<file path="src/rtl/config.sv">
// Shared request-type and access-size encodings for the memory request path.
`ifndef CONFIG_SV
`define CONFIG_SV

`define REQ_READ  1'b0
`define REQ_WRITE 1'b1

`define SIZE_B 2'b00
`define SIZE_H 2'b01
`define SIZE_W 2'b10
`define SIZE_D 2'b11

`endif

</file>
<file path="src/rtl/mem_arb_pkg.sv">
// Arbiter FSM state and bus-owner encodings shared by mem_req_arbiter and mem_arb_sel.
package mem_arb_pkg;

    typedef enum logic [1:0] {
        IDLE,
        GRANT_IF,
        GRANT_MEM,
        DONE
    } arb_state_t;

    typedef enum logic {
        OWN_IF  = 1'b0,
        OWN_MEM = 1'b1
    } owner_t;

endpackage

</file>
<file path="src/rtl/mem_req_arbiter_if.sv">
// Signal bundle between the IF/MEM ports, the arbiter (slave) and its environment (master).
interface mem_req_arbiter_if #(
    parameter int DATA_WIDTH = 64,
    parameter int ADDR_WIDTH = 64
);
    logic                  if_valid_i;
    logic [ADDR_WIDTH-1:0] if_addr_i;
    logic [1:0]            if_size_i;
    logic                  if_ready_o;
    logic [DATA_WIDTH-1:0] if_rdata_o;
    logic [1:0]            if_resp_o;

    logic                  mem_valid_i;
    logic                  mem_req_i;
    logic [ADDR_WIDTH-1:0] mem_addr_i;
    logic [1:0]            mem_size_i;
    logic [DATA_WIDTH-1:0] mem_wdata_i;
    logic [7:0]            mem_strb_i;
    logic                  mem_ready_o;
    logic [DATA_WIDTH-1:0] mem_rdata_o;
    logic [1:0]            mem_resp_o;

    logic                  rw_valid_o;
    logic                  rw_ready_i;
    logic                  rw_req_o;
    logic [ADDR_WIDTH-1:0] rw_addr_o;
    logic [1:0]            rw_size_o;
    logic [DATA_WIDTH-1:0] data_write_o;
    logic [7:0]            strb_mask_o;
    logic                  axi_sig_mem_o;
    logic [DATA_WIDTH-1:0] data_read_i;
    logic [1:0]            rw_resp_i;

    modport slave (
        input  if_valid_i, if_addr_i, if_size_i,
        output if_ready_o, if_rdata_o, if_resp_o,
        input  mem_valid_i, mem_req_i, mem_addr_i, mem_size_i, mem_wdata_i, mem_strb_i,
        output mem_ready_o, mem_rdata_o, mem_resp_o,
        output rw_valid_o, rw_req_o, rw_addr_o, rw_size_o, data_write_o, strb_mask_o,
        output axi_sig_mem_o,
        input  rw_ready_i, data_read_i, rw_resp_i
    );

    modport master (
        output if_valid_i, if_addr_i, if_size_i,
        input  if_ready_o, if_rdata_o, if_resp_o,
        output mem_valid_i, mem_req_i, mem_addr_i, mem_size_i, mem_wdata_i, mem_strb_i,
        input  mem_ready_o, mem_rdata_o, mem_resp_o,
        input  rw_valid_o, rw_req_o, rw_addr_o, rw_size_o, data_write_o, strb_mask_o,
        input  axi_sig_mem_o,
        output rw_ready_i, data_read_i, rw_resp_i
    );
endinterface

</file>
<file path="src/rtl/mem_arb_sel.sv">
// Grant selection between IF and MEM requests.
// ARB_ROUND_ROBIN_EN: alternate on simultaneous requests; otherwise MEM has fixed priority.
module mem_arb_sel
    import mem_arb_pkg::*;
(
    input  logic   clock,
    input  logic   reset,
    input  logic   if_valid,
    input  logic   mem_valid,
    input  logic   take,
    output logic   grant,
    output owner_t owner
);
    assign grant = if_valid | mem_valid;

`ifdef ARB_ROUND_ROBIN_EN
    owner_t last_grant;

    always_ff @(posedge clock or posedge reset) begin
        if (reset) begin
            last_grant <= OWN_IF;
        end else if (take) begin
            last_grant <= owner;
        end
    end

    // On a tie the port that lost last time wins; a lone request always wins.
    always_comb begin
        owner = OWN_IF;
        if (if_valid && mem_valid) begin
            owner = (last_grant == OWN_IF) ? OWN_MEM : OWN_IF;
        end else if (mem_valid) begin
            owner = OWN_MEM;
        end
    end
`else
    logic unused_rr;
    assign unused_rr = ^{clock, reset, take};

    assign owner = mem_valid ? OWN_MEM : OWN_IF;
`endif

endmodule

</file>
<file path="src/rtl/mem_req_arbiter.sv">
// Arbitrates the IF and MEM ports onto the single rw_* request interface of the AXI master.
// Build option ARB_ROUND_ROBIN_EN (tested in mem_arb_sel) enables round-robin tie-breaking.
`include "config.sv"

module mem_req_arbiter
    import mem_arb_pkg::*;
(
    input logic              clock,
    input logic              reset,
    mem_req_arbiter_if.slave bus
);
    arb_state_t state;
    logic       valid_q;
    logic       sel_grant;
    logic       sel_take;
    owner_t     sel_owner;

    assign sel_take = (state == IDLE) && sel_grant;

    mem_arb_sel u_sel (
        .clock     (clock),
        .reset     (reset),
        .if_valid  (bus.if_valid_i),
        .mem_valid (bus.mem_valid_i),
        .take      (sel_take),
        .grant     (sel_grant),
        .owner     (sel_owner)
    );

    // Dropped in the done cycle so the master does not see a second request.
    assign bus.rw_valid_o = valid_q & ~bus.rw_ready_i;

    always_ff @(posedge clock or posedge reset) begin
        if (reset) begin
            state             <= IDLE;
            valid_q           <= 1'b0;
            bus.axi_sig_mem_o <= 1'b0;
            bus.rw_req_o      <= 1'b0;
            bus.rw_addr_o     <= '0;
            bus.rw_size_o     <= '0;
            bus.data_write_o  <= '0;
            bus.strb_mask_o   <= '0;
            bus.if_ready_o    <= 1'b0;
            bus.if_rdata_o    <= '0;
            bus.if_resp_o     <= '0;
            bus.mem_ready_o   <= 1'b0;
            bus.mem_rdata_o   <= '0;
            bus.mem_resp_o    <= '0;
        end else begin
            bus.if_ready_o  <= 1'b0;
            bus.mem_ready_o <= 1'b0;
            case (state)
                IDLE: begin
                    if (sel_grant) begin
                        valid_q           <= 1'b1;
                        bus.axi_sig_mem_o <= (sel_owner == OWN_MEM);
                        if (sel_owner == OWN_MEM) begin
                            bus.rw_req_o     <= bus.mem_req_i;
                            bus.rw_addr_o    <= bus.mem_addr_i;
                            bus.rw_size_o    <= bus.mem_size_i;
                            bus.data_write_o <= bus.mem_wdata_i;
                            bus.strb_mask_o  <= bus.mem_strb_i;
                            state            <= GRANT_MEM;
                        end else begin
                            bus.rw_req_o     <= `REQ_READ;
                            bus.rw_addr_o    <= bus.if_addr_i;
                            bus.rw_size_o    <= bus.if_size_i;
                            bus.data_write_o <= '0;
                            bus.strb_mask_o  <= '0;
                            state            <= GRANT_IF;
                        end
                    end
                end
                GRANT_IF, GRANT_MEM: begin
                    if (bus.rw_ready_i) begin
                        valid_q <= 1'b0;
                        state   <= DONE;
                        if (state == GRANT_MEM) begin
                            bus.mem_rdata_o <= bus.data_read_i;
                            bus.mem_resp_o  <= bus.rw_resp_i;
                            bus.mem_ready_o <= 1'b1;
                        end else begin
                            bus.if_rdata_o <= bus.data_read_i;
                            bus.if_resp_o  <= bus.rw_resp_i;
                            bus.if_ready_o <= 1'b1;
                        end
                    end
                end
                DONE: begin
                    state <= IDLE;
                end
                default: begin
                    state <= IDLE;
                end
            endcase
        end
    end

endmodule

</file>
<file path="src/flat_wrapper.sv">
// flat-port wrapper written by rule: the top's interface ports become plain ports
module mem_req_arbiter_flat import mem_arb_pkg::*;
  (clock, reset, bus_if_valid_i, bus_if_addr_i, bus_if_size_i, bus_if_ready_o, bus_if_rdata_o, bus_if_resp_o, bus_mem_valid_i, bus_mem_req_i, bus_mem_addr_i, bus_mem_size_i, bus_mem_wdata_i, bus_mem_strb_i, bus_mem_ready_o, bus_mem_rdata_o, bus_mem_resp_o, bus_rw_valid_o, bus_rw_req_o, bus_rw_addr_o, bus_rw_size_o, bus_data_write_o, bus_strb_mask_o, bus_axi_sig_mem_o, bus_rw_ready_i, bus_data_read_i, bus_rw_resp_i);
  mem_req_arbiter_if #(.DATA_WIDTH((64)), .ADDR_WIDTH((64))) bus_i ();
  input logic clock;
  input logic reset;
  input wire logic [$bits(bus_i.if_valid_i)-1:0] bus_if_valid_i;
  input wire logic [$bits(bus_i.if_addr_i)-1:0] bus_if_addr_i;
  input wire logic [$bits(bus_i.if_size_i)-1:0] bus_if_size_i;
  output wire logic [$bits(bus_i.if_ready_o)-1:0] bus_if_ready_o;
  output wire logic [$bits(bus_i.if_rdata_o)-1:0] bus_if_rdata_o;
  output wire logic [$bits(bus_i.if_resp_o)-1:0] bus_if_resp_o;
  input wire logic [$bits(bus_i.mem_valid_i)-1:0] bus_mem_valid_i;
  input wire logic [$bits(bus_i.mem_req_i)-1:0] bus_mem_req_i;
  input wire logic [$bits(bus_i.mem_addr_i)-1:0] bus_mem_addr_i;
  input wire logic [$bits(bus_i.mem_size_i)-1:0] bus_mem_size_i;
  input wire logic [$bits(bus_i.mem_wdata_i)-1:0] bus_mem_wdata_i;
  input wire logic [$bits(bus_i.mem_strb_i)-1:0] bus_mem_strb_i;
  output wire logic [$bits(bus_i.mem_ready_o)-1:0] bus_mem_ready_o;
  output wire logic [$bits(bus_i.mem_rdata_o)-1:0] bus_mem_rdata_o;
  output wire logic [$bits(bus_i.mem_resp_o)-1:0] bus_mem_resp_o;
  output wire logic [$bits(bus_i.rw_valid_o)-1:0] bus_rw_valid_o;
  output wire logic [$bits(bus_i.rw_req_o)-1:0] bus_rw_req_o;
  output wire logic [$bits(bus_i.rw_addr_o)-1:0] bus_rw_addr_o;
  output wire logic [$bits(bus_i.rw_size_o)-1:0] bus_rw_size_o;
  output wire logic [$bits(bus_i.data_write_o)-1:0] bus_data_write_o;
  output wire logic [$bits(bus_i.strb_mask_o)-1:0] bus_strb_mask_o;
  output wire logic [$bits(bus_i.axi_sig_mem_o)-1:0] bus_axi_sig_mem_o;
  input wire logic [$bits(bus_i.rw_ready_i)-1:0] bus_rw_ready_i;
  input wire logic [$bits(bus_i.data_read_i)-1:0] bus_data_read_i;
  input wire logic [$bits(bus_i.rw_resp_i)-1:0] bus_rw_resp_i;
  assign bus_i.if_valid_i = bus_if_valid_i;
  assign bus_i.if_addr_i = bus_if_addr_i;
  assign bus_i.if_size_i = bus_if_size_i;
  assign bus_if_ready_o = bus_i.if_ready_o;
  assign bus_if_rdata_o = bus_i.if_rdata_o;
  assign bus_if_resp_o = bus_i.if_resp_o;
  assign bus_i.mem_valid_i = bus_mem_valid_i;
  assign bus_i.mem_req_i = bus_mem_req_i;
  assign bus_i.mem_addr_i = bus_mem_addr_i;
  assign bus_i.mem_size_i = bus_mem_size_i;
  assign bus_i.mem_wdata_i = bus_mem_wdata_i;
  assign bus_i.mem_strb_i = bus_mem_strb_i;
  assign bus_mem_ready_o = bus_i.mem_ready_o;
  assign bus_mem_rdata_o = bus_i.mem_rdata_o;
  assign bus_mem_resp_o = bus_i.mem_resp_o;
  assign bus_rw_valid_o = bus_i.rw_valid_o;
  assign bus_rw_req_o = bus_i.rw_req_o;
  assign bus_rw_addr_o = bus_i.rw_addr_o;
  assign bus_rw_size_o = bus_i.rw_size_o;
  assign bus_data_write_o = bus_i.data_write_o;
  assign bus_strb_mask_o = bus_i.strb_mask_o;
  assign bus_axi_sig_mem_o = bus_i.axi_sig_mem_o;
  assign bus_i.rw_ready_i = bus_rw_ready_i;
  assign bus_i.data_read_i = bus_data_read_i;
  assign bus_i.rw_resp_i = bus_rw_resp_i;
  mem_req_arbiter u_core (.clock(clock), .reset(reset), .bus(bus_i));
endmodule
</file>
<file path="config.mk">
export PLATFORM = sky130hd
export DESIGN_NAME = mem_req_arbiter_flat
export DESIGN_NICKNAME = d
export VERILOG_FILES = /design/src/rtl/mem_arb_pkg.sv /design/src/rtl/mem_req_arbiter_if.sv /design/src/rtl/mem_arb_sel.sv /design/src/rtl/mem_req_arbiter.sv /design/src/flat_wrapper.sv
export VERILOG_INCLUDE_DIRS = /design/src /design/src/rtl
export SDC_FILE = /design/constraint.sdc
export NUM_CORES = 1
export LEC_CHECK = 0
export CAP_MARGIN = 30
export CORE_AREA = 2 2 212 214
export DETAILED_ROUTE_END_ITERATION = 8
export DIE_AREA = 0 0 214 216
export PLACE_DENSITY = 0.58
export SYNTH_ARGS = -nofsm -noshare
export SYNTH_HDL_FRONTEND = slang
export SYNTH_SLANG_ARGS = --single-unit
</file>
<file path="constraint.sdc">
create_clock -name clock -period 15.15 [get_ports clock]
set_input_delay 3.7875 -clock clock [delete_from_list [all_inputs] [get_ports clock]]
set_output_delay 3.7875 -clock clock [all_outputs]
set_load 0.01 [all_outputs]
</file>
* After elaboration in Yosys (flattened, before gate mapping)
Cells that the tools add are included.
** Storage, ports and cells
- Bits in registers :: 277
- Bits in latches :: 0
- RAM bits :: 0
- Bits in read-only memories :: 0
- Input port bits :: 276
- Output and inout bits :: 275
- Word-level logic and storage cells :: 50
- Memories kept :: 0
** Cells by class
- $add $sub $neg :: 0
- $mul :: 0
- Divide/modulo/power cells :: 0
- Order comparisons :: 0
- Eq/ne operators :: 5
- Shift-type cells :: 0
- Muxes and demuxes :: 19
- Bitwise logic cells :: 4
- Reduce and logical (&&, ||, !) cells :: 8
** Operators with widths (count)
- $mux W64 :: 2
- $mux W1 :: 10
- $reduce_and A3 Y1 :: 3
- $mux W2 :: 4
- $mux W8 :: 1
- $pmux W2 S3 :: 1
- $eq A2 B2 Y1 const B :: 2
- $reduce_and A2 Y1 :: 2
- $eq A2 B1 Y1 const B :: 1
- $logic_not A2 Y1 :: 1
- $ne A2 B1 Y1 const B :: 1
- $ne A2 B2 Y1 const B :: 1
- $not A1 Y1 :: 2
- $pmux W1 S2 :: 1
- $reduce_bool A2 Y1 :: 1
- $reduce_or A2 Y1 :: 1
- $and A1 B1 Y1 :: 1
- $or A1 B1 Y1 :: 1

* Logic depth before layout (Yosys ltp)
- Depth after elaboration :: 4
- Mapped depth :: 7
- Mapped depth without buffers :: 5

* Cells and area by module
From an unflattened synthesis, not the netlist that was laid out.
** Second synthesis, totals
- Cell total of the unflattened synthesis :: 916
- Area total of the unflattened synthesis :: 11175.7 um^2
** Modules (own cells, without submodules)
- mem_req_arbiter :: instances 1, cells an instance 914, area each 11162.0 um^2, seq. area each 6931.6 um^2
- mem_arb_sel :: instances 1, cells an instance 2, area each 13.8 um^2, seq. area each 0.0 um^2

* Worst setup path after synthesis
Ideal clock, no wire load.
- Kind :: input to output
- From :: input port bus_rw_ready_i
- To :: output port bus_rw_valid_o
- Arrival :: 3957 ps
- Data required time :: 11363 ps
- Setup slack :: 7406 ps
- Stages :: 1
- Buffers on the path :: 0
- Cell sequence :: nor2_1
** Between the ends
- Cells in the longest elaborated chain, start to end :: 2
** Ends and longest elaborated chain
- start: declaration :: line flat_wrapper.sv:29 : input wire logic [$bits(bus_i.rw_ready_i)-1:0] bus_rw_ready_i;
- $not A1 Y1 :: line mem_req_arbiter.sv:31 : assign bus.rw_valid_o = valid_q & ~bus.rw_ready_i;
- $and A1 B1 Y1 :: line mem_req_arbiter.sv:31
- end: declaration :: line flat_wrapper.sv:22 : output wire logic [$bits(bus_i.rw_valid_o)-1:0] bus_rw_valid_o;
No other way between the ends.

* Worst setup path in the final report
Ends and elaborated chain as after synthesis.

==> results.json <==
{
  "cp_max_fo": 5,
  "status": "finished clean",
  "drc": 0,
  "dp.cells": 2006,
  "period_share_pct": 58.6,
  "clkSinkCount": 277,
  "path_cells": "clkdlybuf4s50_1 > nor2_1 > clkdlybuf4s50_1",
  "stdcell_count": 2066,
  "power.density_mw_per_mm2": 206,
  "wire_per_inst_um": 17.3,
  "worst-setup-path-type": "input pin to output port",
  "post_cts.repair.setup_buffers": 0,
  "grt_pass1_wl_um": 54600,
  "clk_pin_slew_ns": 0.05,
  "num-fill-cells": 4232,
  "fp.dieH_um": 216,
  "cts_resized": 0,
  "vias": 8783,
  "rsz0062_at_grt": "false",
  "place_congestion": 0.789,
  "drv_slew": 0,
  "antenna_found_initial": 1,
  "yosysSeqAreaShare_pct": 62.0,
  "vias_per_cell": 4.25,
  "cp.arrival_ns": 5.09,
  "hold_buffers": 0,
  "start_util_pct": 25.5,
  "numCtsBuffers": 35,
  "diodes": 0,
  "layout_setup_ws_ns": 6.27,
  "area_growth_pct": 63.7,
  "hold_class": "flop to flop",
  "yosysWarnings": 0,
  "firstDrtPassIters": 4,
  "ir_worst_vdd_mv": 0.0809,
  "ios": 551,
  "track_usage_pct": 15.1,
  "worstPathRequired_ns": 11.36,
  "drive_above_1_share_pct": 13.4,
  "hold_viol_final": 0,
  "max_stage_delay_ns": 0.61,
  "cts_tree": "built",
  "place_ws_ns": 6.22,
  "max_freq_ghz": 0.113,
  "syn-cell-area_mm2": 0.0112,
  "synth-seq-cells": 277,
  "syn-num-nets": 1194,
  "cts_root_buf": "clkbuf_16",
  "io_buffers": 550,
  "post-dp-hpwl_um": 25900,
  "worstSkewPairLatency_ns": 0.53,
  "p_leak_uw": 0.00809,
  "cap_violations": 0,
  "fin_setup_tns_ns": 0,
  "setup_viol": 0,
  "ys_types": 25,
  "path_common_cell": "clkdlybuf4s50_1",
  "placementRows": 77,
  "drt_iter0_markers": 356,
  "grt_max_degree": 113,
  "clock_path_buffers": 3,
  "die_x_um": 214,
  "slowest_stage": "clkdlybuf4s50_1",
  "avgSynthCellArea_um2": 12.2,
  "cp-start-kind": "input pin",
  "core-area_mm2": 0.0438,
  "period_minus_slack_ns": 8.88,
  "dieArea_mm2": 0.0462,
  "gr-total-overflow": 0,
  "relSlewSlack_pct": 37.5,
  "nNetsFinal": 1732,
  "synthCells": 915,
  "grt_pass1_vias": 9040,
  "worstMarginPinSlew_ns": 0.938,
  "fin_skew_ns": 0.0225,
  "ant_nets": 0,
  "cts_max_level": 2,
  "routed_wl_um": 35800,
  "endpoint_kind": "output port"
}
-- cell usage in the layout, fill, tap and decap left out, drive strengths merged --
cell / n
o31ai: 1
clkinv: 3
o32a: 1
buf: 13
ha: 3
inv: 9
clkbuf: 52
and3: 1
nand3: 73
a21o: 1
nor2: 1
mux2: 134
clkinvlp: 1
dfrtp: 277
nand2: 217
nand3b: 1
o21ai: 68
clkdlybuf4s50: 549
bufinv: 1
nand2b: 1
mux2i: 66
a21oi: 1
-- through the flow --
| step | cell area [um^2] | hold slack, ns | utilization (%) | power [uW] |
|---|---|---|---|---|
| after CTS | 18300 | 0.466 | 41.7 | 3840 |
| after global placement | 17200 | 0.449 | 39.2 | 3000 |
| after floorplan | 11200 | 0.449 | - | 2060 |
| final | 18300 | 0.460 | 41.8 | 3770 |
| after global routing | 18300 | 0.494 | 41.8 | 4010 |
| after detailed placement | 17200 | 0.454 | 39.3 | 3040 |
-- registers in the layout, indices dropped and copies added, names as in the netlist, 2 cells and up --
signal / cells
u_core.bus.data_write_o: 64
u_core.bus.if_rdata_o: 64
u_core.bus.mem_rdata_o: 64
u_core.bus.rw_addr_o: 64
u_core.bus.strb_mask_o: 8
u_core.bus.if_resp_o: 2
u_core.bus.mem_resp_o: 2
u_core.bus.rw_size_o: 2
u_core.state: 2
-- metal layers --
metal | wire [um] | vias up | GRT usage [%]
met4 | 767 | 2 | 4.38
met1 | 14600 | 4189 | 18.1
met5 | 13 | - | 0
li1 | - | 4165 | -
met2 | 17000 | 374 | 25.1
met3 | 3360 | 53 | 6.10
-- worst paths after layout --
path / startpoint / end / depth (start not counted) / slack, ns
max in group asynchronous: reset / u_core.bus.data_write_o[35] / 4 / 9.27
setup / recovery: bus_rw_ready_i / bus_rw_valid_o / 3 / 6.27
hold / removal: u_core.bus.data_write_o[22] / u_core.bus.data_write_o[22] / 2 / 0.46
min in group asynchronous: reset / u_core.bus.mem_rdata_o[20] / 2 / 3.76
hold reg to reg: u_core.bus.data_write_o[22] / u_core.bus.data_write_o[22] / 2 / 0.46
setup reg to reg: u_core.state[1] / u_core.bus.mem_rdata_o[33] / 5 / 12.62
-- report_power, final --
part           internal, uW  total [uW]  switching [uW]
Sequential             1100        1280             181
Clock                   462         769             308
Combinational           982        1720             741
-- critical path: cells and delay by family --
kind	cells	cell delay [ns]
and+or+nand+nor	1	0.18
buffers and inverters	2	1.12
-- cell usage after synthesis (all sizes together) --
cell	count	area, um^2
nand2	217	815
clkbuf	16	60.1
a21o	1	7.51
dfrtp	277	6930
a21oi	1	5.00
nand3	73	365
mux2i	66	661
nor2	1	3.75
and3	1	6.26
o31ai	1	7.51
buf	45	265
o21ai	68	352
o32a	1	10.0
mux2	134	1620
inv	8	30.0
ha	3	37.5
nand3b	1	7.51
nand2b	1	6.26
-- kinds of logic after synthesis --
group	share of synthesized area (%)
AOI/OAI and AO/OA	3.41
DFF	62.0
muxes	20.4
and+or+nand+nor	10.8
adders and majority gates	0.336
buffers and inverters	3.18
-- layout make-up --
type                    count  area (um^2)  share of cell area (%)
clock buffers              52          980                    5.35
clock inverters             6         61.3                   0.335
inverters                   8         37.5                   0.205
multi-input cells         569         3910                    21.3
flip-flops and latches    277         6930                    37.8
well taps                 592          741                    4.04
repair buffers            562         5660                    30.9
Note: power is estimated with default switching activity, not from simulation.
